===== config.mk =====
export PLATFORM = sky130hd
export DESIGN_NAME = id_ex_operand_stage
export DESIGN_NICKNAME = d
export VERILOG_FILES = /design/src/rtl/id_ex_operand_stage.sv
export SDC_FILE = /design/constraint.sdc
export NUM_CORES = 1
export LEC_CHECK = 0
export BUFFER_PORTS_ARGS = -buffer_cell sky130_fd_sc_hd__buf_2
export CAP_MARGIN = 20
export CORE_UTILIZATION = 55
export DETAILED_ROUTE_END_ITERATION = 7
export PLACE_DENSITY = 0.95
export SYNTH_ARGS = -nofsm -noshare
export SYNTH_HDL_FRONTEND = slang
export SYNTH_SLANG_ARGS = --single-unit

===== constraint.sdc =====
create_clock -name CLK -period 10.89 [get_ports CLK]
set_input_delay 2.178 -clock CLK [delete_from_list [all_inputs] [get_ports CLK]]
set_output_delay 2.178 -clock CLK [all_outputs]
set_load 0.01 [all_outputs]

===== src/rtl/id_ex_operand_stage.sv =====
// ---------------------------------------------------------------------------
// id_ex_operand_stage
//
// ID/EX pipeline register plus the operand-forwarding front end of the
// execute stage. Decoded operands and control are captured from decode.
// Read-after-write hazards are resolved by forwarding from EX/MEM (youngest
// producer) and MEM/WB. The resolved operands feed the adder/subtractor/SLT
// ALU.
//
// Ports
//   CLK, RST                 rising-edge clock, async active-high reset
//   VALID_ID                 decode slot holds a real instruction
//   RS1_DATA_ID/RS2_DATA_ID  register-file read data
//   IMM_ID                   sign-extended immediate
//   RS1/RS2/RD_ADDR_ID       register indices
//   ALU_SRC_ID               1 = operand 2 is the immediate
//   SUB_ID                   ALU carry-in / subtract-compare select
//   REG_WRITE_ID             instruction writes RD
//   STALL, FLUSH             hold / bubble-insert the ID/EX register
//   EXMEM_*, MEMWB_*         forwarding sources (rd, write enable, result)
//   ALU_IN1, ALU_IN2         forwarded ALU operands
//   ALU_CIN                  registered SUB
//   RS2_FWD_EX               forwarded rs2 (store data), ignores ALU_SRC
//   RD_ADDR_EX, REG_WRITE_EX, VALID_EX   registered control
// ---------------------------------------------------------------------------
module id_ex_operand_stage #(
  parameter int N = 32
) (
  input  logic         CLK,
  input  logic         RST,
  input  logic         VALID_ID,
  input  logic [N-1:0] RS1_DATA_ID,
  input  logic [N-1:0] RS2_DATA_ID,
  input  logic [N-1:0] IMM_ID,
  input  logic [4:0]   RS1_ADDR_ID,
  input  logic [4:0]   RS2_ADDR_ID,
  input  logic [4:0]   RD_ADDR_ID,
  input  logic         ALU_SRC_ID,
  input  logic         SUB_ID,
  input  logic         REG_WRITE_ID,
  input  logic         STALL,
  input  logic         FLUSH,
  input  logic [4:0]   EXMEM_RD,
  input  logic         EXMEM_REG_WRITE,
  input  logic [N-1:0] EXMEM_RESULT,
  input  logic [4:0]   MEMWB_RD,
  input  logic         MEMWB_REG_WRITE,
  input  logic [N-1:0] MEMWB_RESULT,
  output logic [N-1:0] ALU_IN1,
  output logic [N-1:0] ALU_IN2,
  output logic         ALU_CIN,
  output logic [N-1:0] RS2_FWD_EX,
  output logic [4:0]   RD_ADDR_EX,
  output logic         REG_WRITE_EX,
  output logic         VALID_EX
);

  logic         r_valid;
  logic [N-1:0] r_rs1_data;
  logic [N-1:0] r_rs2_data;
  logic [N-1:0] r_imm;
  logic [4:0]   r_rs1_addr;
  logic [4:0]   r_rs2_addr;
  logic [4:0]   r_rd_addr;
  logic         r_alu_src;
  logic         r_sub;
  logic         r_reg_write;

  logic         w_refresh1;
  logic         w_refresh2;
  logic [N-1:0] w_fwd1;
  logic [N-1:0] w_fwd2;

  // Operand select for one source register. x0 is never forwarded; EX/MEM
  // beats MEM/WB because it holds the younger producer.
  function automatic logic [N-1:0] fwd_sel(
    input logic [4:0]   rs,
    input logic [N-1:0] held,
    input logic [4:0]   exmem_rd,
    input logic         exmem_we,
    input logic [N-1:0] exmem_res,
    input logic [4:0]   memwb_rd,
    input logic         memwb_we,
    input logic [N-1:0] memwb_res
  );
    logic [N-1:0] sel;
    sel = held;
    if (rs != 5'd0) begin
      if (exmem_we && (exmem_rd == rs))
        sel = exmem_res;
      else if (memwb_we && (memwb_rd == rs))
        sel = memwb_res;
    end
    return sel;
  endfunction

  // While stalled, a MEM/WB write to a held source must be captured: the
  // producer retires during the stall and would otherwise vanish from the
  // forwarding network before this instruction executes.
  assign w_refresh1 = MEMWB_REG_WRITE && (MEMWB_RD != 5'd0) && (MEMWB_RD == r_rs1_addr);
  assign w_refresh2 = MEMWB_REG_WRITE && (MEMWB_RD != 5'd0) && (MEMWB_RD == r_rs2_addr);

  // ---- ID -> EX register boundary ----
  always_ff @(posedge CLK or posedge RST) begin
    if (RST) begin
      r_valid     <= 1'b0;
      r_rs1_data  <= '0;
      r_rs2_data  <= '0;
      r_imm       <= '0;
      r_rs1_addr  <= 5'd0;
      r_rs2_addr  <= 5'd0;
      r_rd_addr   <= 5'd0;
      r_alu_src   <= 1'b0;
      r_sub       <= 1'b0;
      r_reg_write <= 1'b0;
    end else if (FLUSH) begin
      r_valid     <= 1'b0;
      r_rs1_data  <= '0;
      r_rs2_data  <= '0;
      r_imm       <= '0;
      r_rs1_addr  <= 5'd0;
      r_rs2_addr  <= 5'd0;
      r_rd_addr   <= 5'd0;
      r_alu_src   <= 1'b0;
      r_sub       <= 1'b0;
      r_reg_write <= 1'b0;
    end else if (STALL) begin
      if (w_refresh1) r_rs1_data <= MEMWB_RESULT;
      if (w_refresh2) r_rs2_data <= MEMWB_RESULT;
    end else begin
      r_valid     <= VALID_ID;
      r_rs1_data  <= RS1_DATA_ID;
      r_rs2_data  <= RS2_DATA_ID;
      r_imm       <= IMM_ID;
      r_rs1_addr  <= RS1_ADDR_ID;
      r_rs2_addr  <= RS2_ADDR_ID;
      r_rd_addr   <= RD_ADDR_ID;
      r_alu_src   <= ALU_SRC_ID;
      r_sub       <= SUB_ID;
      // A bubble in decode must never write the register file.
      r_reg_write <= REG_WRITE_ID & VALID_ID;
    end
  end

  // ---- EX stage: combinational forwarding ----
  assign w_fwd1 = fwd_sel(r_rs1_addr, r_rs1_data, EXMEM_RD, EXMEM_REG_WRITE, EXMEM_RESULT,
                          MEMWB_RD, MEMWB_REG_WRITE, MEMWB_RESULT);
  assign w_fwd2 = fwd_sel(r_rs2_addr, r_rs2_data, EXMEM_RD, EXMEM_REG_WRITE, EXMEM_RESULT,
                          MEMWB_RD, MEMWB_REG_WRITE, MEMWB_RESULT);

  assign ALU_IN1      = w_fwd1;
  assign ALU_IN2      = r_alu_src ? r_imm : w_fwd2;
  assign RS2_FWD_EX   = w_fwd2;
  assign ALU_CIN      = r_sub;
  assign RD_ADDR_EX   = r_rd_addr;
  assign REG_WRITE_EX = r_reg_write;
  assign VALID_EX     = r_valid;

endmodule


Yosys cells after proc, flatten, opt, wreduce, memory -nomap -nowiden --
Index checks and enable logic that the tools add are counted.
Operators by class: bitwise gates (word level) 1, reduce and logical (&&, ||, !) cells 10, mux-type cells 29, eq/ne operators 7
Operators by type and width (number):
- 2-to-1 mux 32 bit | 15
- 2-to-1 mux 5 bit | 6
- == test 5 bit | 4
- nonzero test 5 bit | 3
- 2-to-1 mux 1 bit | 8
- logical AND 1 bit | 7
- inequality test 3 x 1 -> 1 bit, second input constant | 2
- inequality test 2 x 1 -> 1 bit, second input constant | 1
- bitwise AND 1 bit | 1
Word-level totals: output and inout port bits 104, word-level logic and storage cells 57, register bits 115, input port bits 195

Longest topological paths before layout --
depth after elaboration 6, depth in mapped cells 8, mapped depth without buffers 5

Least setup slack after synthesis --
OpenSTA, ideal clock, no wires.
path kind in2out, start point in EXMEM_RD[3], end point out ALU_IN1[12], path buffers 2, arrival 3715 ps, cell stages on the path 7, path slack 4997 ps, data required time 8712 ps, path through xor2_1 > nor4_1 > and3_1 > buf_2 > buf_2 > mux2_2 > mux2_1
On the way: longest elaborated chain between the ends 4
Ends and longest elaborated chain:
- from (decl) | RTL line 43 | input logic [4:0] EXMEM_RD,
- == test 5 bit | RTL line 89 | if (exmem_we && (exmem_rd == rs))
- logical AND 1 bit | RTL line 89
- 2-to-1 mux 32 bit | RTL line 89
- 2-to-1 mux 32 bit | RTL line 88 | if (rs != 5'd0) begin
- to (decl) | RTL line 49 | output logic [N-1:0] ALU_IN1,
Every way passes these cells.

Worst setup path after layout --
start point in MEMWB_RD[3], end point out ALU_IN2[31]
On the way: longest elaborated chain between the ends 6
Ends and longest elaborated chain:
- from (decl) | RTL line 46 | input logic [4:0] MEMWB_RD,
- == test 5 bit | RTL line 91 | else if (memwb_we && (memwb_rd == rs))
- logical AND 1 bit | RTL line 91
- 2-to-1 mux 32 bit | RTL line 91
- 2-to-1 mux 32 bit | RTL line 89
- 2-to-1 mux 32 bit | RTL line 88
- 2-to-1 mux 32 bit | RTL line 152 | assign ALU_IN2 = r_alu_src ? r_imm : w_fwd2;
- to (decl) | RTL line 50 | output logic [N-1:0] ALU_IN2,
Every way passes these cells.

==> impl_results.md <==
* Power Dens Cells at roughly 130 mW/mm^2
* H-tree levels at 4
* Worst skew pair latency at 0.42 ns
* Slew Limit Fails at 0
* DPL Wire Length at just under 20 mm
* VDD IR max at 0.1417 mV
* Syn Area/Cell at between 9 and 10 sq um
* Initial antenna violation count at 1
* TritonCTS clock tree: done
* Gr usage total at 0.3636
* WL/cell at approximately 22 microns
* First drt pass iteration count at 5
* #FFs+latches synth at roughly 120
* Top Ports at 299
* Clock Tree Buf Depth at 2
* Commonest cells in the netlist: 131 x mux2i_1, 115 x dfrtp_1, 89 x nor2_1
* Total Wirelength at a little under 30 mm
* Critical R2R Launch: r_rs2_addr[0]
* Fraction of registers with async set/reset at 1.000
* Root Buffer: clkbuf_16
* Pre-CTS setup slack at 3.655 ns
* Vias/cell at around 6.5
* Routability Congestion at between 0.8 and 0.9
* Starting DRC count in detailed routing at around 890
* Core area at 0.01515 sq mm
* CTS Buf Count at 17
* Hold_ws at 0.4693 ns
* Starting Density at 0.5619
* Post-Syn Instances at between 800 and 900
* Hold Path Class: flip-flop to flip-flop
* Global-route wire length before repair at between 40 and 50 mm
* Worst setup path class: input port to primary output
* Top-count cell post-synth: mux2i_1
* RSZ-0062 raised after global routing: false
* Number of enable flip-flop cells after synthesis at 0
* Outcome: finished, final reports clean
* Post-route clock period utilization at 0.6695
* Worst R2R Path Depth at 5
* Post-synth top area share at 0.3381
* Synth unique cells at 47
* Synth Cell Area at approximately 0.0085 sq mm
* Setup TNS at 0 ns
* Nets at between 1000 and 1500
* PortBufs at 298
* Max_cap viols at 0
* Cells on Worst Hold Path at 2
* Minimum clock period at 7.291 ns
* Largest cells by area after synthesis: dfrtp_1 34%, mux2i_1 15%, mux2_2 8.2%
* Final hold violation count at 0
* Reg2Reg Capture Point: r_rs2_data[5]
* Leak pwr at 0.005349 uW
* CP Capture Type: primary output
* # DRC at 0
* Max Freq at 137.2 MHz
* Skew final at ~0.013 ns
* # rows at 45
* Die height at 126.4 microns
* Slew margin rel. at 0.2532
* Largest net degree at the start of global routing at between 60 and 70
* CP Data Required Time at approximately 8.7 ns
* Antenna Nets Post-Route at 0
* Clk sinks at about 120
* Worst Tran Pin Value at 1.118 ns
* Number of global-route vias before repair at approximately 8400
* Startpoint of the worst hold path: r_rs1_data[5]
* Reg clk slew, reported paths at 0.05 ns
* Post-synth top area cell: dfrtp_1
* Worst Slack Setup Final at about 3.6 ns
* Post-synthesis net count at about 1100
* Crit path launch type: input port
* Largest fanout on the critical path at 40
* Die area at roughly 0.016 sq mm
* Register area share after synthesis at 0.3381
* # hold bufs at CTS at 0
* Main synth FF type: dfrtp_1
* Chip width at 126.4 microns
* YS warnings at 0
* Area Growth Syn to Fin at 24.27%
* Final setup fails at 0
* Post_cts resized at 0
* Share of cells above drive strength 1 at 0.4039
* Worst path arrival time at roughly 5 ns
* Reg2reg setup slack at between 8 and 9 ns
* WHS Endpoint: r_rs1_data[5]
* GRT overflow at 0
* Vias post-DR at 8579
* Post-CTS Setup Inserts at 0
-- flip-flops by register name, indices dropped and copies added, names as in the netlist --
| name | count |
|---|---|
| ALU_CIN | 1 |
| RD_ADDR_EX | 5 |
| REG_WRITE_EX | 1 |
| VALID_EX | 1 |
| r_alu_src | 1 |
| r_imm | 32 |
| r_rs1_addr | 5 |
| r_rs1_data | 32 |
| r_rs2_addr | 5 |
| r_rs2_data | 32 |
-- layout by cell type, fill, tap and decap left out, types with 3 or more instances in the layout --
cell          n
nor2_1       87
a21oi_1      22
inv_1        26
o22a_1       24
a22oi_1      11
o221a_1       8
nand4_1       4
nor4_1        8
clkbuf_16    17
dfrtp_1     114
o2bb2ai_1    14
or3_1         8
xnor2_1       9
a31oi_1      24
mux2_1       19
mux2_2       62
inv_6         5
a2bb2oi_1     7
nand2_1      52
clkinvlp_4    3
xor2_1        9
nand2b_1      6
o31ai_1      39
nor3_1       25
mux2i_1     131
o22ai_1      14
buf_4        11
mux2_4       28
buf_2       296
o221a_2       9
-- final cells by class --
type / instances / area (sq um)
Multi-Input combinational cell: 646 / 5164
Fill cell: 1096 / 4569
Sequential cell: 115 / 2879
Timing Repair Buffer: 309 / 1590
Clock buffer: 19 / 452.9
Tap cell: 188 / 235.2
Clock inverter: 13 / 148.9
Inverter: 27 / 103.9
Antenna cell: 1 / 2.502
-- per-stage QoR --
stage	instance area, sq um	std cells	total power (uW)	util
finish	10580	1318	1419	0.6983
global route	10580	1318	1468	0.6983
CTS	10560	1316	1416	0.6972
detailed placement	9957	1284	846.0	0.6574
global placement	9957	1284	833.7	0.6574
floorplan	8511	870	707.1	-
-- power by group --
group / total [uW] / leakage, uW / switching, uW / internal, uW
clock: 570 / 0.000287 / 218 / 353
sequential: 487 / 0.00150 / 28.0 / 459
combinational: 362 / 0.00356 / 199 / 163
-- how the worst max path moves through the flow --
stage           startpoint          end  slack [ns]  depth (start not counted)
6_report       MEMWB_RD[3]  ALU_IN2[31]        3.60                          7
5_1_grt        EXMEM_RD[3]  ALU_IN1[20]        3.44                          7
4_1_cts        EXMEM_RD[3]  ALU_IN1[20]        3.66                          7
3_5_place_dp   EXMEM_RD[3]  ALU_IN1[20]        3.65                          7
3_3_place_gp   EXMEM_RD[3]  ALU_IN1[20]        3.77                          7
2_1_floorplan  EXMEM_RD[3]  ALU_IN1[12]        5.00                          7
-- critical path, stage by stage --
cell       delay [ns]
buf_2            0.13
xnor2_1          0.19
nand4_1          0.67
nor2_4           1.13
mux2i_1          0.21
a2111oi_2        0.40
buf_2            0.21
-- logic make-up (layout without fill, tap and decap cells) --
logic type | count (synthesis) | in the layout | synth area share
multiplexers | 240 | 240 | 0.3106
AND/OR/NAND/NOR | 206 | 206 | 0.1076
AO/OA/AOI/OAI | 182 | 182 | 0.1652
flip-flops | 115 | 115 | 0.3381
buffers and inverters | 109 | 368 | 0.05984
XOR/XNOR | 18 | 18 | 0.01852
other | 0 | 1 | 0
-- per-layer routing --
layer  wire, microns  track usage  share of wire  up-vias
li1                -            -              -     3722
met4            1219       0.1786          0.042        0
met5               0            0              0        -
met2           14240       0.6168           0.49      634
met3            2658      0.07760          0.091      137
met1           11240       0.4391           0.38     4086
Power figures use the tool's default switching activity.
